<file path="src/rtl/gmii_tx_pkg.sv">
// rtl/gmii_tx_pkg.sv - shared constants, CRC32 parameters and state type for the GMII transmit framer
package gmii_tx_pkg;

  localparam logic [7:0]  ETH_PRE    = 8'h55;
  localparam logic [7:0]  ETH_SFD    = 8'hD5;
  localparam logic [31:0] CRC32_POLY = 32'h04C11DB7;
  localparam logic [31:0] CRC32_INIT = 32'hFFFFFFFF;

  // Ethernet shifts bytes LSB first, so the CRC runs on the bit-reversed polynomial.
  function automatic logic [31:0] bit_reverse32(input logic [31:0] v);
    logic [31:0] r;
    r = '0;
    for (int i = 0; i < 32; i++) r[i] = v[31-i];
    return r;
  endfunction

  localparam logic [31:0] CRC32_POLY_REFL = bit_reverse32(CRC32_POLY);

  typedef enum logic [2:0] {
    ST_IDLE,
    ST_PREAMBLE,
    ST_PAYLOAD,
    ST_PAD,
    ST_FCS,
    ST_IFG,
    ST_DRAIN
  } tx_state_t;

endpackage

</file>
<file path="src/rtl/crc32_d8.sv">
// rtl/crc32_d8.sv - combinational reflected CRC32 update over one byte
module crc32_d8
  import gmii_tx_pkg::*;
(
  input  logic [31:0] crc_in,
  input  logic [7:0]  data,
  output logic [31:0] crc_out
);

  logic [31:0] c;

  // Fold the byte in, then shift out eight bits LSB first.
  always_comb begin
    c = crc_in ^ {24'h000000, data};
    for (int i = 0; i < 8; i++) begin
      c = c[0] ? ((c >> 1) ^ CRC32_POLY_REFL) : (c >> 1);
    end
    crc_out = c;
  end

endmodule

</file>
<file path="src/rtl/gmii_tx_framer.sv">
// rtl/gmii_tx_framer.sv - AXI-stream to GMII transmit framer; define GMII_TX_PAD_EN to pad short frames
module gmii_tx_framer
  import gmii_tx_pkg::*;
#(
  parameter int MIN_FRAME_LENGTH = 64,
  parameter int IFG              = 12
) (
  input  logic       clk,
  input  logic       rst,
  input  logic [7:0] s_axis_tdata,
  input  logic       s_axis_tvalid,
  output logic       s_axis_tready,
  input  logic       s_axis_tlast,
  input  logic       s_axis_tuser,
  output logic [7:0] gmii_txd,
  output logic       gmii_tx_en,
  output logic       gmii_tx_er,
  output logic       start_packet,
  output logic       error_underflow
);

  localparam logic [15:0] IFG_LAST = 16'(IFG - 1);
`ifdef GMII_TX_PAD_EN
  localparam logic [15:0] MIN_DATA = 16'(MIN_FRAME_LENGTH - 4);
`endif

  tx_state_t   state, state_next;
  logic [15:0] byte_cnt, byte_cnt_next, byte_inc;
  logic [15:0] phase_cnt, phase_next;
  logic [31:0] crc, crc_next, crc_upd;
  logic [7:0]  crc_data, fcs_byte;
  logic        tuser_q, tuser_next;
  logic [7:0]  txd_next;
  logic        tx_en_next, tx_er_next, tready_next, start_next, underflow_next;

  // Pad bytes are zeros but still go through the CRC.
  assign crc_data = (state == ST_PAD) ? 8'h00 : s_axis_tdata;
  // The length counter only steers padding, so saturating is harmless for jumbo frames.
  assign byte_inc = (byte_cnt == 16'hFFFF) ? byte_cnt : byte_cnt + 16'd1;

  crc32_d8 u_crc (
    .crc_in  (crc),
    .data    (crc_data),
    .crc_out (crc_upd)
  );

  // FCS is the inverted CRC sent least-significant byte first.
  always_comb begin
    fcs_byte = 8'h00;
    case (phase_cnt[1:0])
      2'd0:    fcs_byte = ~crc[7:0];
      2'd1:    fcs_byte = ~crc[15:8];
      2'd2:    fcs_byte = ~crc[23:16];
      default: fcs_byte = ~crc[31:24];
    endcase
  end

  // Next state and next values of every registered output.
  always_comb begin
    state_next     = state;
    byte_cnt_next  = byte_cnt;
    phase_next     = phase_cnt;
    crc_next       = crc;
    tuser_next     = tuser_q;
    txd_next       = 8'h00;
    tx_en_next     = 1'b0;
    tx_er_next     = 1'b0;
    tready_next    = 1'b0;
    start_next     = 1'b0;
    underflow_next = 1'b0;
    case (state)
      ST_IDLE: begin
        if (s_axis_tvalid) begin
          state_next = ST_PREAMBLE;
          phase_next = 16'd0;
        end
      end
      ST_PREAMBLE: begin
        tx_en_next = 1'b1;
        start_next = (phase_cnt == 16'd0);
        txd_next   = (phase_cnt == 16'd7) ? ETH_SFD : ETH_PRE;
        phase_next = phase_cnt + 16'd1;
        if (phase_cnt == 16'd7) begin
          // tready rises together with the SFD so the first byte lands right behind it.
          state_next    = ST_PAYLOAD;
          tready_next   = 1'b1;
          byte_cnt_next = 16'd0;
          crc_next      = CRC32_INIT;
        end
      end
      ST_PAYLOAD: begin
        // tready is always high here, so tvalid alone decides accept versus underflow.
        tx_en_next = 1'b1;
        if (s_axis_tvalid) begin
          txd_next      = s_axis_tdata;
          crc_next      = crc_upd;
          byte_cnt_next = byte_inc;
          if (s_axis_tlast) begin
            tuser_next = s_axis_tuser;
            phase_next = 16'd0;
`ifdef GMII_TX_PAD_EN
            state_next = (byte_inc < MIN_DATA) ? ST_PAD : ST_FCS;
`else
            state_next = ST_FCS;
`endif
          end else begin
            tready_next = 1'b1;
          end
        end else begin
          tx_er_next     = 1'b1;
          underflow_next = 1'b1;
          tready_next    = 1'b1;
          state_next     = ST_DRAIN;
        end
      end
`ifdef GMII_TX_PAD_EN
      ST_PAD: begin
        tx_en_next    = 1'b1;
        crc_next      = crc_upd;
        byte_cnt_next = byte_inc;
        if (byte_inc >= MIN_DATA) begin
          state_next = ST_FCS;
          phase_next = 16'd0;
        end
      end
`endif
      ST_FCS: begin
        tx_en_next = 1'b1;
        txd_next   = fcs_byte;
        tx_er_next = (phase_cnt == 16'd3) && tuser_q;
        phase_next = phase_cnt + 16'd1;
        if (phase_cnt == 16'd3) begin
          state_next = ST_IFG;
          phase_next = 16'd0;
        end
      end
      ST_IFG: begin
        phase_next = phase_cnt + 16'd1;
        if (phase_cnt >= IFG_LAST) state_next = ST_IDLE;
      end
      ST_DRAIN: begin
        tready_next = 1'b1;
        if (s_axis_tvalid && s_axis_tlast) begin
          tready_next = 1'b0;
          state_next  = ST_IFG;
          phase_next  = 16'd0;
        end
      end
      default: state_next = ST_IDLE;
    endcase
  end

  // State and output registers; reset silences the PHY pins immediately.
  always_ff @(posedge clk or posedge rst) begin
    if (rst) begin
      state           <= ST_IDLE;
      byte_cnt        <= 16'd0;
      phase_cnt       <= 16'd0;
      crc             <= CRC32_INIT;
      tuser_q         <= 1'b0;
      gmii_txd        <= 8'h00;
      gmii_tx_en      <= 1'b0;
      gmii_tx_er      <= 1'b0;
      s_axis_tready   <= 1'b0;
      start_packet    <= 1'b0;
      error_underflow <= 1'b0;
    end else begin
      state           <= state_next;
      byte_cnt        <= byte_cnt_next;
      phase_cnt       <= phase_next;
      crc             <= crc_next;
      tuser_q         <= tuser_next;
      gmii_txd        <= txd_next;
      gmii_tx_en      <= tx_en_next;
      gmii_tx_er      <= tx_er_next;
      s_axis_tready   <= tready_next;
      start_packet    <= start_next;
      error_underflow <= underflow_next;
    end
  end

endmodule

</file>
<file path="config.mk">
export PLATFORM = sky130hd
export DESIGN_NAME = gmii_tx_framer
export DESIGN_NICKNAME = d
export VERILOG_FILES = /design/src/rtl/gmii_tx_pkg.sv /design/src/rtl/crc32_d8.sv /design/src/rtl/gmii_tx_framer.sv
export SDC_FILE = /design/constraint.sdc
export NUM_CORES = 1
export LEC_CHECK = 0
export ABC_CLOCK_PERIOD_IN_PS = 2200
export BUFFER_PORTS_ARGS = -buffer_cell sky130_fd_sc_hd__buf_2
export CORE_ASPECT_RATIO = 1.75
export CORE_MARGIN = 1.5
export CORE_UTILIZATION = 40
export DETAILED_ROUTE_END_ITERATION = 8
export GPL_ROUTABILITY_DRIVEN = 0
export SLEW_MARGIN = 20
export SYNTH_ARGS = -nofsm -noshare
export SYNTH_HDL_FRONTEND = slang
export SYNTH_SLANG_ARGS = --single-unit
</file>
<file path="constraint.sdc">
create_clock -name clk -period 2.2 [get_ports clk]
set_input_delay 0.33 -clock clk [delete_from_list [all_inputs] [get_ports clk]]
set_output_delay 0.33 -clock clk [all_outputs]
set_load 0.03 [all_outputs]
</file>
---- Word level (Yosys, flattened, before mapping) ----
Cells that the tools add are included.
Widths: inputs -> output; s select.
storage, ports and cells
  bits of input ports ..................... 13
  output and inout bits ................... 13
  logic and storage cells ................. 96
  register bits after elaboration ......... 65
operators by class
  add/sub/neg operators ................... 1
  order comparisons ....................... 1
  reductions and logical operators ........ 13
  equality and inequality tests ........... 18
  multiplexer cells ....................... 40
  bitwise operators ....................... 13
operator list
  operator               count
  $mux 32                10
  $not 13->14            8
  $mux 16                5
  $pmux 16 s5            1
  $pmux 32 s2            1
  $pmux 8 s3             2
  $not 8->8              4
  $xor 32x8->32          1
  $mux 8                 3
  $mux 3                 7
  $pmux 3 s6             1
  $add 16x1->16 const B  1
  $eq 16x2->1 const B    1
  $eq 16x3->1 const B    1
  $ge 16x4->1 const B    1
  $logic_not 16->1       1
  $ne 2x2->1 const B     7
  $eq 3x3->1 const B     3
  $mux 1                 8
  $eq 3x2->1 const B     2
  $reduce_and 3->1       2
  $reduce_and 6->1       1
  $reduce_and 5->1       1
  $reduce_bool 5->1      1
  other kinds (12)       13

---- Depth between registers and ports, before layout ----
Gate-level depths: netlist of the first run.
  word-level depth ........................ 21
  gate-level depth with buffers ........... 9
  depth with buffers taken out ............ 8

---- Hierarchy ----
A second synthesis of the first run with hierarchy kept.
second synthesis, totals
  cell total of the unflattened synthesis .. 430
  area, all modules ....................... 4224.1 um^2
by module, submodules not included
  module          times used  seq. area each (um^2)  cells each  area each (um^2)
  gmii_tx_framer  1           1666.6                 368         3298.2
  crc32_d8        1           0.0                    62          925.9

---- Least setup slack after synthesis of the first run ----
Ideal clock, no wire load.
  path kind ............................... reg2reg
  start point ............................. register phase_cnt[12]
  end point ............................... register phase_cnt[10]
  path slack .............................. 103 ps
  arrival time ............................ 1978 ps
  data required time ...................... 2081 ps
  path buffers ............................ 1
  period minus slack after synthesis ...... 2097 ps
  cell stages (with the launch flop) ...... 8
  library setup time ...................... 119 ps
  path through ............................ dfrtp_1 or4_4 nor4_4 and3_4 nor2_2 nor3_4 buf_6 nor2_1
on the way
  word-level cells in the longest chain between the ends .. 3
RTL lines
  what                    RTL line               RTL
  start, declared         gmii_tx_framer.sv:29   logic [15:0] phase_cnt, phase_next;
  start signal, assigned  gmii_tx_framer.sv:170  phase_cnt <= phase_next;
  $eq 16x2->1             gmii_tx_framer.sv:132  if (phase_cnt == 16'd3) begin
  $mux 16                 gmii_tx_framer.sv:132
  $pmux 16 s5             gmii_tx_framer.sv:71   case (state)
No other way between the ends.
A chain may end at the register's enable or synchronous reset.

---- Final worst setup path of the first run ----
  start point ............................. register crc[1]
  end point ............................... register crc[23]
on the way
  word-level cells in the longest chain between the ends .. 15
RTL lines
  what                     RTL line               RTL
  start, declared          gmii_tx_framer.sv:30   logic [31:0] crc, crc_next, crc_upd;
  start signal, assigned   gmii_tx_framer.sv:171  crc <= crc_next;
  $xor 32x8->32 *          crc32_d8.sv:14         c = crc_in ^ {24'h000000, data};
  $mux 32 * (3 in series)  crc32_d8.sv:16         c = c[0] ? ((c >> 1) ^ CRC32_POLY_REFL) : (c >> 1);
  $not 13->14 (no line)    n/a
  $mux 32 *                crc32_d8.sv:16
  $not 13->14 (no line)    n/a
  $mux 32 * (2 in series)  crc32_d8.sv:16
  $not 13->14 (no line)    n/a
  $mux 32 *                crc32_d8.sv:16
  $not 13->14 (no line)    n/a
  $mux 32 *                crc32_d8.sv:16
  $mux 32 *                gmii_tx_framer.sv:94   if (s_axis_tvalid) begin
  $pmux 32 s2 *            gmii_tx_framer.sv:71
Mark *: on every way between the ends. The rest lies on a longest branch, timed or not. The select of a mux whose other input is x is not followed.

==> flow_summary.rst, run 1 <==
.. list-table::
   :header-rows: 1

   * - Metric
     - Value
   * - Number of placement rows
     - 48
   * - Syn Nets
     - 427
   * - Global-route wire length before repair
     - around 17 mm
   * - Power, Total
     - between 9 and 10 mW
   * - Layout Skew
     - 0.00822 ns
   * - Via count of the first global-routing pass
     - 3,330
   * - Result of the run
     - complete, no violations
   * - Top cells by area, synth
     - dfstp_2 (21%), dfrtp_1 (20%), xnor2_1 (10%)
   * - Root cell of the clock tree
     - clkbuf_16
   * - Cells along the critical path
     - buf_4 -> xor2_1 -> xnor2_1 -> buf_4 -> xnor2_1 -> xnor3_1 -> o22a_1
   * - Most common cell after layout, fill and taps aside
     - nor2_1
   * - Static Leak
     - 2.12 nW
   * - Part of the power in the clock network
     - 0.158
   * - Total setup violations reported at the end of the flow
     - 0
   * - Iter 0 DRT Violations
     - 168
   * - Worst setup slack after placement
     - 0.0971 ns
   * - Longest individual stage delay on the worst path
     - 0.55 ns
   * - Detailed Place HPWL
     - approximately 8 mm
   * - Critical path data required time
     - 2.47 ns
   * - Actual slew at the worst max-slew pin
     - 0.702 ns
   * - DRT antenna net count
     - 0
   * - Max H-tree Level
     - 3
   * - Switching pwr
     - between 3 and 4 mW
   * - TritonCTS clock tree
     - built
   * - Max-cap viol count
     - 0
   * - Post-synth ARST share
     - 1.00
   * - Router iterations before antenna repair
     - 4
   * - Diode count
     - 0
   * - Class of the tightest hold or removal check
     - primary input to asynchronous set/reset pin
   * - CTS sink count
     - 65
   * - Slack of the worst reg-to-reg path
     - 0.10 ns
   * - Count of non-filler cells in the finished layout
     - 584
   * - Maximum fanout along the worst path
     - 4
   * - Total Neg Setup Slack
     - 0 ns
   * - Total number of vias
     - between 3,000 and 4,000
   * - Post-Synthesis Cells
     - 409
   * - Worst IR Drop VDD
     - 0.00107 V
   * - Area growth from synthesis to layout
     - 18.4%
   * - Post-route DRC violation count
     - 0
   * - Setup WS post-layout
     - 0.100 ns
   * - Relative slew margins
     - 0.530
   * - FMAX
     - roughly 480 MHz
   * - Nets
     - 472
   * - Share of final-layout standard cells stronger than drive strength 1
     - 0.268
   * - Core footprint
     - 9910 sq um
   * - Hold violation total from the final report
     - 0
   * - Share of the clock period used by the worst path after layout
     - 0.954
   * - Post-layout min period
     - 2.10 ns
   * - Synthesis-stage register bit count
     - 65
   * - Worst-path clk slew
     - 0.06 ns
   * - Highest-count cells in the layout ignoring fill and taps
     - nor2_1 (53), xnor2_1 (47), a21oi_1 (34)
   * - Number of distinct library cells after synthesis
     - 51
   * - Share of the synthesized area in the top cell type
     - 0.205
   * - Count of warnings emitted by yosys
     - 0
   * - RSZ-0062 raised after global routing
     - false
   * - Maximum number of pins on one net before global-route repair
     - 66
   * - Switching power as a share of total power
     - 0.417
   * - Antenna violations before repair
     - 0
   * - CTS Buf Count
     - 9
   * - Number of placed instances with taps included
     - 568
   * - Cell family with most CP delay
     - XOR/XNOR gates
   * - Portion of the post-synthesis area used by sequential elements
     - 0.407
   * - Arr. time, crit path
     - 2.37 ns
   * - CP Launch Type
     - flip-flop
   * - Slowest cell on the critical path
     - dfstp_2
   * - Gr usage total
     - 0.220
   * - I/O Buffers
     - 25
   * - Later-pin clock latency in the skew report
     - 0.34 ns
   * - Effective utilization at floorplan
     - 0.413
   * - Part of the power in registers
     - 0.234
   * - Buffers plus inverters on the worst setup path
     - 2
   * - PD cells
     - 1880 nW/um^2
   * - Mapped Avg Cell Area
     - 10.0 sq um
   * - Combinational group share of total power
     - 0.607
   * - Number of enable flip-flop cells after synthesis
     - 0
   * - Final number of max-transition violations
     - 0
   * - Vias per cell
     - 5.28
   * - Maximum buffer depth of the clock tree
     - 2
   * - Gr ovfl total
     - 0
   * - Die H
     - about 140 um
   * - Worst Path Class, Setup
     - flip-flop to flip-flop
   * - Number of primary I/O pins
     - 26
   * - Main flop type after synthesis
     - dfrtp_1
   * - Internal
     - 5.30 mW
   * - Hold buffers post-CTS
     - 0
   * - Cell taking the most area after synthesis
     - dfstp_2
   * - Total Routed Length
     - 10.9 mm
   * - Die footprint
     - between 10,000 and 15,000 sq um
   * - Cell Area, Synth
     - 4100 sq um
   * - Die boundary width
     - 79.5 um
   * - WL per Instance
     - 18.7 um
   * - Crit end category
     - flip-flop
area by class of cell:
type                       instances  area (sq um)
inverter                          17          63.8
multi-input combinational        307          2270
clock inverter                     6          67.6
timing repair buffer              54           393
fill                             940          5060
tap                              125           156
sequential                        65          1670
clock buffer                      10           229
cells by family (layout without fill, tap and decap cells):
logic type	count (synthesis)	in the layout	share of synthesized area
simple gates	120	120	0.143
xor+xnor	93	93	0.255
compound gates	88	88	0.137
flops	65	65	0.407
buf+inv	37	87	0.0388
fa+ha+maj	5	5	0.0153
mux	1	1	0.00275
registers in the layout, summed over array words and instances (netlist names):
register / count
crc: 32
phase_cnt: 16
gmii_txd: 8
state: 3
error_underflow: 1
gmii_tx_en: 1
gmii_tx_er: 1
s_axis_tready: 1
start_packet: 1
tuser_q: 1
final timing paths:
check,from,end,cells after the start
max in group asynchronous,rst,crc[17]$_DFFE_PP1P_,3
min reg2reg,tuser_q$_DFFE_PP0P_,tuser_q$_DFFE_PP0P_,1
max,crc[1]$_DFFE_PP1P_,crc[23]$_DFFE_PP1P_,7
min,rst,gmii_txd[2]$_DFF_PP0_,3
min in group clk,s_axis_tuser,tuser_q$_DFFE_PP0P_,2
max reg2reg,crc[1]$_DFFE_PP1P_,crc[23]$_DFFE_PP1P_,7
per-layer routing:
layer | part of all wire | wire, um | global-route usage
met1 | 0.35 | 3880 | 0.215
met2 | 0.57 | 6260 | 0.418
met3 | 0.032 | 354 | 0.0420
met4 | 0.041 | 444 | 0.129
met5 | 0 | 0 | 0
synthesized netlist by cell type (2+ instances only):
library cell / count
nor2_1: 53
xnor2_1: 47
a21oi_1: 34
dfrtp_1: 33
dfstp_2: 32
xor2_1: 30
nand2_1: 26
inv_1: 17
clkbuf_1: 11
o21ai_0: 10
a211oi_1: 9
nand3_1: 8
o22a_1: 8
o22ai_1: 8
xnor3_1: 7
a22oi_1: 6
buf_2: 6
xnor2_4: 6
ha_1: 5
a22o_1: 4
nand4_1: 4
nor2b_1: 4
nor3_1: 4
and2_1: 3
nand2b_1: 3
and3_1: 2
nor4_1: 2
o211ai_1: 2
or4_1: 2
xnor2_2: 2
what timing repair did:
action	in CTS	in global routing
buffers inserted	0	0
resized for setup	0	1
endpoints found under the setup margin	0	2
power by group through the flow:
stage	Clock [mW]	Combinational [mW]	Sequential [mW]
2_1_floorplan	0	4.05	2.13
3_3_place_gp	0	5.48	2.14
3_5_place_dp	0	5.50	2.15
4_1_cts	1.47	5.55	2.13
5_1_grt	1.51	5.97	2.18
6_report	1.44	5.53	2.13
tightest hold or removal path: stages:
cell    delay (ns)
buf_2         0.10
inv_2         0.06
buf_12        0.29
through the flow:
stage / cell area (sq um) / hold WS [ns] / util
2_1_floorplan: 4100 / 0.461 / -
3_3_place_gp: 4550 / 0.429 / 0.459
3_5_place_dp: 4550 / 0.436 / 0.459
4_1_cts: 4850 / 0.0709 / 0.489
5_1_grt: 4850 / 0.0724 / 0.489
6_report: 4850 / 0.0460 / 0.489
Power figures use the tool's default switching activity.
==> run 2, diff against run 1 <==
--- a/config.mk
+++ b/config.mk
@@ -15,4 +15,5 @@
 export SLEW_MARGIN = 20
 export SYNTH_ARGS = -nofsm -noshare
 export SYNTH_HDL_FRONTEND = slang
+export SYNTH_HIERARCHICAL = 1
 export SYNTH_SLANG_ARGS = --single-unit
==> run 2 against run 1 <==
Compared with the run above: the flow now finishes with violations (setup timing); maximum frequency down 11%; clock power grew 12%; core utilization is 5.7 points higher; critical endpoint is now phase_cnt[7]$_DFFE_PP0P_; cell count is 13% higher; clock skew is 0.0024 ns lower; sequential share of layout area is 4.7 points lower; worst hold slack improved by 0.015 ns; design area is 16% higher; flip-flop and latch count did not move; highest routed layer unchanged; via count is 14% higher; die area grew 3.1%.
==> flow_summary.rst, run 2 <==
.. list-table::
   :header-rows: 1

   * - Metric
     - Value
   * - Fill cell instance count of the final layout
     - 929 (-1.2%)
   * - Maximum fanout along the worst path
     - 5 (+1)
   * - Via count of the first global-routing pass
     - 3,576 (+7.4%)
   * - Diode count
     - 0 (unchanged)
   * - Arr. time, crit path
     - 2.57 ns (+0.20 ns)
   * - Worst-path clk slew
     - 0.06 ns (about the same)
   * - Total number of vias
     - 3,520 (+14%)
   * - Total Routed Length
     - 12.0 mm (+10%)
   * - Maximum number of pins on one net before global-route repair
     - 66 (unchanged)
   * - Number of enable flip-flop cells after synthesis
     - 0 (unchanged)
   * - Number of primary I/O pins
     - 26 (unchanged)
   * - Die H
     - 139 um (+1.5%)
   * - Post-layout min period
     - 2.36 ns (+0.262 ns)
   * - Critical path data required time
     - 2.40 ns (-0.07 ns)
   * - Main flop type after synthesis
     - dfrtp_1
   * - Final instance area
     - 5620 sq um (+16%)
   * - Share of the synthesized area in the top cell type
     - 0.199 (-0.00626)
   * - Regs by FF count
     - crc (32), phase_cnt (16), gmii_txd (8)
   * - Max H-tree Level
     - 3 (unchanged)
   * - Syn Nets
     - 448 (+4.9%)
   * - Global-route wire length before repair
     - 19.0 mm (+9.4%)
   * - Number of distinct library cells after synthesis
     - 51 (unchanged)
   * - Total Neg Setup Slack
     - -2.31 ns (-2.31 ns)
   * - DRT antenna net count
     - 0 (unchanged)
   * - I/O Buffers
     - 25 (unchanged)
   * - Router iterations before antenna repair
     - 5 (+1)
   * - Most used standard cell by instance count after synthesis
     - nor2_1
   * - WL per Instance
     - 18.3 um (-2.3%)
   * - Die footprint
     - 11,200 sq um (+3.1%)
   * - Share of final-layout standard cells stronger than drive strength 1
     - 0.363 (+0.0955)
   * - Number of placement rows
     - 49 (+2.1%)
   * - CP Launch Type
     - flip-flop
   * - Root cell of the clock tree
     - clkbuf_16
   * - TritonCTS clock tree
     - built
   * - Count of warnings emitted by yosys
     - 6 (+6)
   * - Highest-count cells in the layout ignoring fill and taps
     - nor2_1 (78), buf_4 (67), a21oi_1 (42)
   * - Iter 0 DRT Violations
     - 174 (+3.6%)
   * - Gr usage total
     - 0.231 (+0.0103)
   * - Nets
     - 544 (+15%)
   * - Maximum buffer depth of the clock tree
     - 2 (unchanged)
   * - Relative slew margins
     - 0.571 (+0.0403)
   * - Met2 WL post-DR
     - 6.91 mm (+10%)
   * - Multi-input combinational cell area
     - 2560 sq um (+13%)
   * - Cell taking the most area after synthesis
     - dfstp_2
   * - Setup WS post-layout
     - -0.162 ns (-0.262 ns)
   * - Static Leak
     - 2.65 nW (+25%)
   * - Cell family with most CP delay
     - simple AND/OR/NAND/NOR gates
   * - Post-synth ARST share
     - 1.00 (unchanged)
   * - Total setup violations reported at the end of the flow
     - 39 (+39)
   * - Share of the clock period used by the worst path after layout
     - 1.07 (+0.119)
   * - RSZ-0062 raised after global routing
     - true
   * - Vias per cell
     - 5.35 (+1.4%)
   * - Worst IR Drop VDD
     - 0.000762 V (-29%)
   * - Cells along the critical path
     - or4_4 -> or4_4 -> a21oi_4 -> buf_12 -> clkbuf_16 -> nor3b_2 -> a21o_1
   * - Slowest cell on the critical path
     - or4_4
   * - Total number of cells along the worst setup path
     - 7 (unchanged)
   * - Length of routed wiring on met1
     - 4.31 mm (+11%)
   * - Most common cell after layout, fill and taps aside
     - nor2_1
   * - Top cells by area, synth
     - dfstp_2 (20%), dfrtp_1 (20%), nor2_1 (6.9%)
   * - Class of the tightest hold or removal check
     - primary input to asynchronous set/reset pin
   * - Cell Area, Synth
     - 4220 sq um (+3.1%)
   * - Most used standard cells in the synthesized netlist
     - nor2_1 (78), a21oi_1 (43), dfrtp_1 (33), dfstp_2 (32), xnor2_1 (27)
   * - Actual slew at the worst max-slew pin
     - 0.644 ns (-0.0579 ns)
   * - CTS sink count
     - 65 (unchanged)
   * - Core footprint
     - 10,300 sq um (+3.9%)
   * - Post-route DRC violation count
     - 0 (unchanged)
   * - Worst Path Class, Setup
     - flip-flop to flip-flop
   * - Failing checks
     - setup timing
   * - PD cells
     - 1790 nW/um^2 (-4.5%)
   * - Longest individual stage delay on the worst path
     - 0.58 ns (+0.03 ns)
   * - Area growth from synthesis to layout
     - 33.1%
   * - Post-Synthesis Cells
     - 430 (+5.1%)
   * - CTS Buf Count
     - 9 (unchanged)
   * - Total cell area at the placement stage
     - 4980 sq um (+9.4%)
   * - Crit end category
     - flip-flop
   * - Largest register FFs
     - 32 (unchanged)
   * - Hold buffers post-CTS
     - 0 (unchanged)
   * - Most frequent CP cell
     - or4_4
   * - Layout Skew
     - 0.00579 ns (-0.00243 ns)
   * - Gr ovfl total
     - 0 (unchanged)
   * - Top sig layer
     - met4
   * - Largest Register
     - crc
   * - Buffers plus inverters on the worst setup path
     - 2 (unchanged)
   * - Hold violation total from the final report
     - 0 (unchanged)
   * - Depth of the worst register-to-register path
     - 7 (unchanged)
   * - Mapped Avg Cell Area
     - 9.82 sq um (-1.9%)
   * - Synthesis-stage register bit count
     - 65 (unchanged)
   * - Antenna violations before repair
     - 0 (unchanged)
   * - Detailed-routed wire length on met3
     - 282 um (-20%)
   * - Slack of the worst reg-to-reg path
     - -0.16 ns (-0.26 ns)
   * - Result of the run
     - finished, violations left
   * - Area of all sequential standard cells
     - 1670 sq um (unchanged)
   * - Effective utilization at floorplan
     - 0.410 (-0.00315)
   * - Later-pin clock latency in the skew report
     - 0.33 ns (about the same)
   * - Die boundary width
     - 80.7 um (+1.5%)
   * - Max-cap viol count
     - 0 (unchanged)
   * - Final number of max-transition violations
     - 0 (unchanged)
   * - Portion of the post-synthesis area used by sequential elements
     - 0.395 (-0.0124)
   * - Detailed Place HPWL
     - 8.47 mm (+3.5%)
   * - FMAX
     - 423 MHz (-11%)
## run 2: layout make-up
cell class	instances	share of cell area
multi-input combinational	334	0.455
clock buffer	14	0.0487
timing repair buffer	105	0.154
inverter	11	0.00734
sequential	65	0.296
tap	127	0.0283
clock inverter	2	0.0107
## run 2: timing repair
action,in CTS,in global routing
setup buffers,9,7
pin swaps,7,18
endpoints found under the setup margin,29,46
resized for setup,16,14
gates cloned,2,1
## run 2: metrics by stage
stage | utilization | instances | hold WS [ns] | worst slack, ns | power (mW)
floorplan | - | 430 | 0.408 | -0.0667 | 6.21
global placement | 0.483 | 624 | 0.423 | -0.0997 | 7.89
detailed placement | 0.483 | 624 | 0.436 | -0.138 | 7.96
CTS | 0.535 | 651 | 0.0769 | -0.126 | 9.96
global route | 0.546 | 658 | 0.0882 | -0.197 | 10.7
finish | 0.546 | 658 | 0.0608 | -0.162 | 10.1
## run 2: kinds of logic (layout without fill, tap and decap cells)
group | after synthesis | in the layout | synth area share
adders and majority gates | 5 | 5 | 0.0148
buffers and inverters | 31 | 132 | 0.0347
muxes | 3 | 3 | 0.00770
DFF | 65 | 65 | 0.395
AOI/OAI and AO/OA | 100 | 100 | 0.142
xor gates and xnor gates | 61 | 61 | 0.218
and+or+nand+nor | 165 | 165 | 0.188
## run 2: worst paths after layout
check,endpoint,start
worst max-delay path,phase_cnt[7]$_DFFE_PP0P_,phase_cnt[14]$_DFFE_PP0P_
worst min-delay path,gmii_txd[2]$_DFF_PP0_,rst
worst max register to register,phase_cnt[7]$_DFFE_PP0P_,phase_cnt[14]$_DFFE_PP0P_
worst min register to register,crc[31]$_DFFE_PP1P_,crc[31]$_DFFE_PP1P_
max in group asynchronous,crc[19]$_DFFE_PP1P_,rst
min in group clk,gmii_txd[3]$_DFF_PP0_,s_axis_tdata[3]
## run 2: metal layers
layer	vias to the layer above	track usage
li1	1681	-
met1	1719	0.247
met2	84	0.425
met3	36	0.0355
met4	0	0.110
met5	-	0
## run 2: worst register-to-register path: stages, from the launching register on
cell       delay, ns
dfrtp_1         0.38
or4_4           0.53
or4_4           0.58
a21oi_4         0.23
buf_12          0.14
clkbuf_16       0.14
nor3b_2         0.05
a21o_1          0.19
## run 2: power breakdown
part	switching (mW)	internal (mW)
clock	0.520	1.09
sequential	0.376	1.75
combinational	2.73	3.63
==> run 3, diff against run 2 <==
--- a/config.mk
+++ b/config.mk
@@ -12,6 +12,7 @@
 export CORE_UTILIZATION = 40
 export DETAILED_ROUTE_END_ITERATION = 8
 export GPL_ROUTABILITY_DRIVEN = 0
+export MAX_ROUTING_LAYER = met4
 export SLEW_MARGIN = 20
 export SYNTH_ARGS = -nofsm -noshare
 export SYNTH_HDL_FRONTEND = slang
==> run 3 against run 2 <==
Compared with the run above: the flow still finishes with violations (setup timing); maximum frequency is 0.75% higher; global-route usage is 0.75 points higher; core utilization is 0.68 points higher; via count is 0.71% higher; first-iteration DRC count is 11% lower; critical endpoint unchanged; register-to-register slack better by 0.02 ns; routed wire length is 0.93% higher; sequential power hardly changed; combinational power is 6.0% higher; worst hold slack better by 0.00076 ns; clock skew is 0.0013 ns higher.
==> flow_summary.rst, run 3 (same netlist as run 2, synthesis figures left out) <==
.. list-table::
   :header-rows: 1

   * - Metric
     - Value
   * - Hold violation total from the final report
     - 0 (unchanged)
   * - Setup WS post-layout
     - -0.144 ns (+0.0176 ns)
   * - Source of the worst register-to-register timing path
     - phase_cnt[10]$_DFFE_PP0P_
   * - Critical path data required time
     - 2.40 ns (about the same)
   * - RSZ-0062 raised after global routing
     - true
   * - Total number of vias
     - 3,545 (+0.71%)
   * - Top sig layer
     - met4
   * - Max H-tree Level
     - 3 (unchanged)
   * - Die footprint
     - 11,200 sq um (unchanged)
   * - Core footprint
     - 10,300 sq um (unchanged)
   * - PD cells
     - 1840 nW/um^2 (+2.5%)
   * - Relative slew margins
     - 0.572 (+0.000962)
   * - WL per Instance
     - 18.4 um (+0.47%)
   * - Result of the run
     - finished, violations left
   * - Die H
     - 139 um (unchanged)
   * - Total setup violations reported at the end of the flow
     - 19 (-51%)
   * - Worst-path clk slew
     - 0.06 ns (about the same)
   * - Iter 0 DRT Violations
     - 155 (-11%)
   * - Share of final-layout standard cells stronger than drive strength 1
     - 0.378 (+0.0148)
   * - TritonCTS clock tree
     - built
   * - Diode count
     - 0 (unchanged)
   * - Global-route wire length before repair
     - 19.0 mm (unchanged)
   * - Actual slew at the worst max-slew pin
     - 0.643 ns (-0.00144 ns)
   * - Detailed-routed wire length on met3
     - 331 um (+17%)
   * - Largest Register
     - crc
   * - Post-layout min period
     - 2.34 ns (-0.0176 ns)
   * - Highest-count cells in the layout ignoring fill and taps
     - nor2_1 (78), buf_4 (61), a21oi_1 (42)
   * - Capture point of the worst reg-to-reg path
     - phase_cnt[7]$_DFFE_PP0P_
   * - Maximum fanout along the worst path
     - 5 (unchanged)
   * - Regs by FF count
     - crc (32), phase_cnt (16), gmii_txd (8)
   * - Class of the tightest hold or removal check
     - primary input to asynchronous set/reset pin
   * - Layout Skew
     - 0.00708 ns (+0.00129 ns)
   * - Nets
     - 547 (+0.55%)
   * - Total Neg Setup Slack
     - -1.46 ns (+0.846 ns)
   * - Largest register FFs
     - 32 (unchanged)
   * - Post-route DRC violation count
     - 0 (unchanged)
   * - Via count of the first global-routing pass
     - 3,568 (-0.22%)
   * - Share of the clock period used by the worst path after layout
     - 1.07 (-0.00798)
   * - Gr usage total
     - 0.238 (+0.00754)
   * - Number of primary I/O pins
     - 26 (unchanged)
   * - Effective utilization at floorplan
     - 0.410 (unchanged)
   * - Antenna violations before repair
     - 0 (unchanged)
   * - DRT antenna net count
     - 0 (unchanged)
   * - I/O Buffers
     - 25 (unchanged)
   * - Maximum buffer depth of the clock tree
     - 2 (unchanged)
   * - Slack of the worst reg-to-reg path
     - -0.14 ns (+0.02 ns)
   * - Detailed Place HPWL
     - 8.47 mm (unchanged)
   * - Final number of max-transition violations
     - 0 (unchanged)
   * - Final-layout worst hold slack
     - 0.0616 ns (+0.000759 ns)
   * - FMAX
     - 427 MHz (+0.75%)
   * - CTS Buf Count
     - 9 (unchanged)
   * - Root cell of the clock tree
     - clkbuf_16
   * - Failing checks
     - setup timing
   * - Die boundary width
     - 80.7 um (unchanged)
   * - Gr ovfl total
     - 0 (unchanged)
   * - Number of placement rows
     - 49 (unchanged)
   * - Depth of the worst register-to-register path
     - 7 (unchanged)
   * - Router iterations before antenna repair
     - 5 (unchanged)
   * - Crit end category
     - flip-flop
   * - Worst Path Class, Setup
     - flip-flop to flip-flop
   * - CP Launch Type
     - flip-flop
   * - Area growth from synthesis to layout
     - 34.8%
   * - Max-cap viol count
     - 0 (unchanged)
   * - Worst setup slack after placement
     - -0.138 ns (unchanged)
   * - Length of routed wiring on met1
     - 4.34 mm (+0.72%)
   * - Worst IR Drop VDD
     - 0.000795 V (+4.4%)
   * - Static Leak
     - 2.69 nW (+1.4%)
   * - Vias per cell
     - 5.36 (+0.25%)
   * - CTS sink count
     - 65 (unchanged)
   * - Hold buffers post-CTS
     - 0 (unchanged)
   * - Total Routed Length
     - 12.1 mm (+0.93%)
   * - Most common cell after layout, fill and taps aside
     - nor2_1
   * - Met2 WL post-DR
     - 6.93 mm (+0.38%)
   * - Final standard cell utilization of the core
     - 0.553 (+0.00680)
   * - Maximum number of pins on one net before global-route repair
     - 66 (unchanged)
   * - Later-pin clock latency in the skew report
     - 0.33 ns (about the same)
   * - Arr. time, crit path
     - 2.55 ns (-0.02 ns)
run 3: cell count changes in the layout (fill, tap and decap cells not counted), sizes merged:
cell,change
buf,+3
run 3: power by group:
group,internal (mW),switching (mW)
registers,1.75,0.371
clock network,1.09,0.517
logic,3.91,2.83
total,6.75,3.72
run 3: per-stage QoR:
step                std cells  instance area (sq um)  total power, mW
floorplan                 430                   4310             6.21
global route              661                   5690             11.1
global placement          624                   4980             7.89
finish                    661                   5690             10.5
CTS                       651                   5510             9.96
detailed placement        624                   4980             7.96
run 3: area by class of cell:
class                           count  area [sq um]
Clock buffer                       14           274
Clock inverter                      2          60.1
Fill cell                         919          4610
Inverter                           11          41.3
Multi-Input combinational cell    334          2570
Sequential cell                    65          1670
Tap cell                          127           159
Timing Repair Buffer              108           921
run 3: worst max-delay path by stage:
| stage | start | to | slack, ns | cells past startpoint |
|---|---|---|---|---|
| 2_1_floorplan | phase_cnt[0]$_DFFE_PP0P_ | phase_cnt[4]$_DFFE_PP0P_ | -0.07 | 7 |
| 3_3_place_gp | phase_cnt[6]$_DFFE_PP0P_ | phase_cnt[13]$_DFFE_PP0P_ | -0.1 | 6 |
| 3_5_place_dp | phase_cnt[6]$_DFFE_PP0P_ | phase_cnt[12]$_DFFE_PP0P_ | -0.14 | 6 |
| 4_1_cts | phase_cnt[10]$_DFFE_PP0P_ | phase_cnt[5]$_DFFE_PP0P_ | -0.13 | 7 |
| 5_1_grt | phase_cnt[10]$_DFFE_PP0P_ | phase_cnt[12]$_DFFE_PP0P_ | -0.18 | 6 |
| 6_report | phase_cnt[10]$_DFFE_PP0P_ | phase_cnt[7]$_DFFE_PP0P_ | -0.14 | 7 |
run 3: what timing repair did:
item | CTS | global route
resized for setup | 16 | 26
pin swaps | 7 | 34
gates cloned | 2 | 1
endpoints found under the setup margin | 29 | 46
buffers inserted | 9 | 10
endpoints found under the hold margin | 0 | 0
run 3: per-layer routing:
layer | global-route usage | vias to the layer above
met5 | - | -
met4 | 0.110 | 0
met3 | 0.0342 | 40
met2 | 0.424 | 98
met1 | 0.251 | 1720
li1 | - | 1687
run 3: critical path, cell delays in order (launching register included):
cell       delay [ns]
dfrtp_1          0.37
or4_4            0.54
or4_4            0.58
a21oi_4          0.21
buf_12           0.14
clkbuf_16        0.14
nor3b_2          0.05
a21o_1           0.19
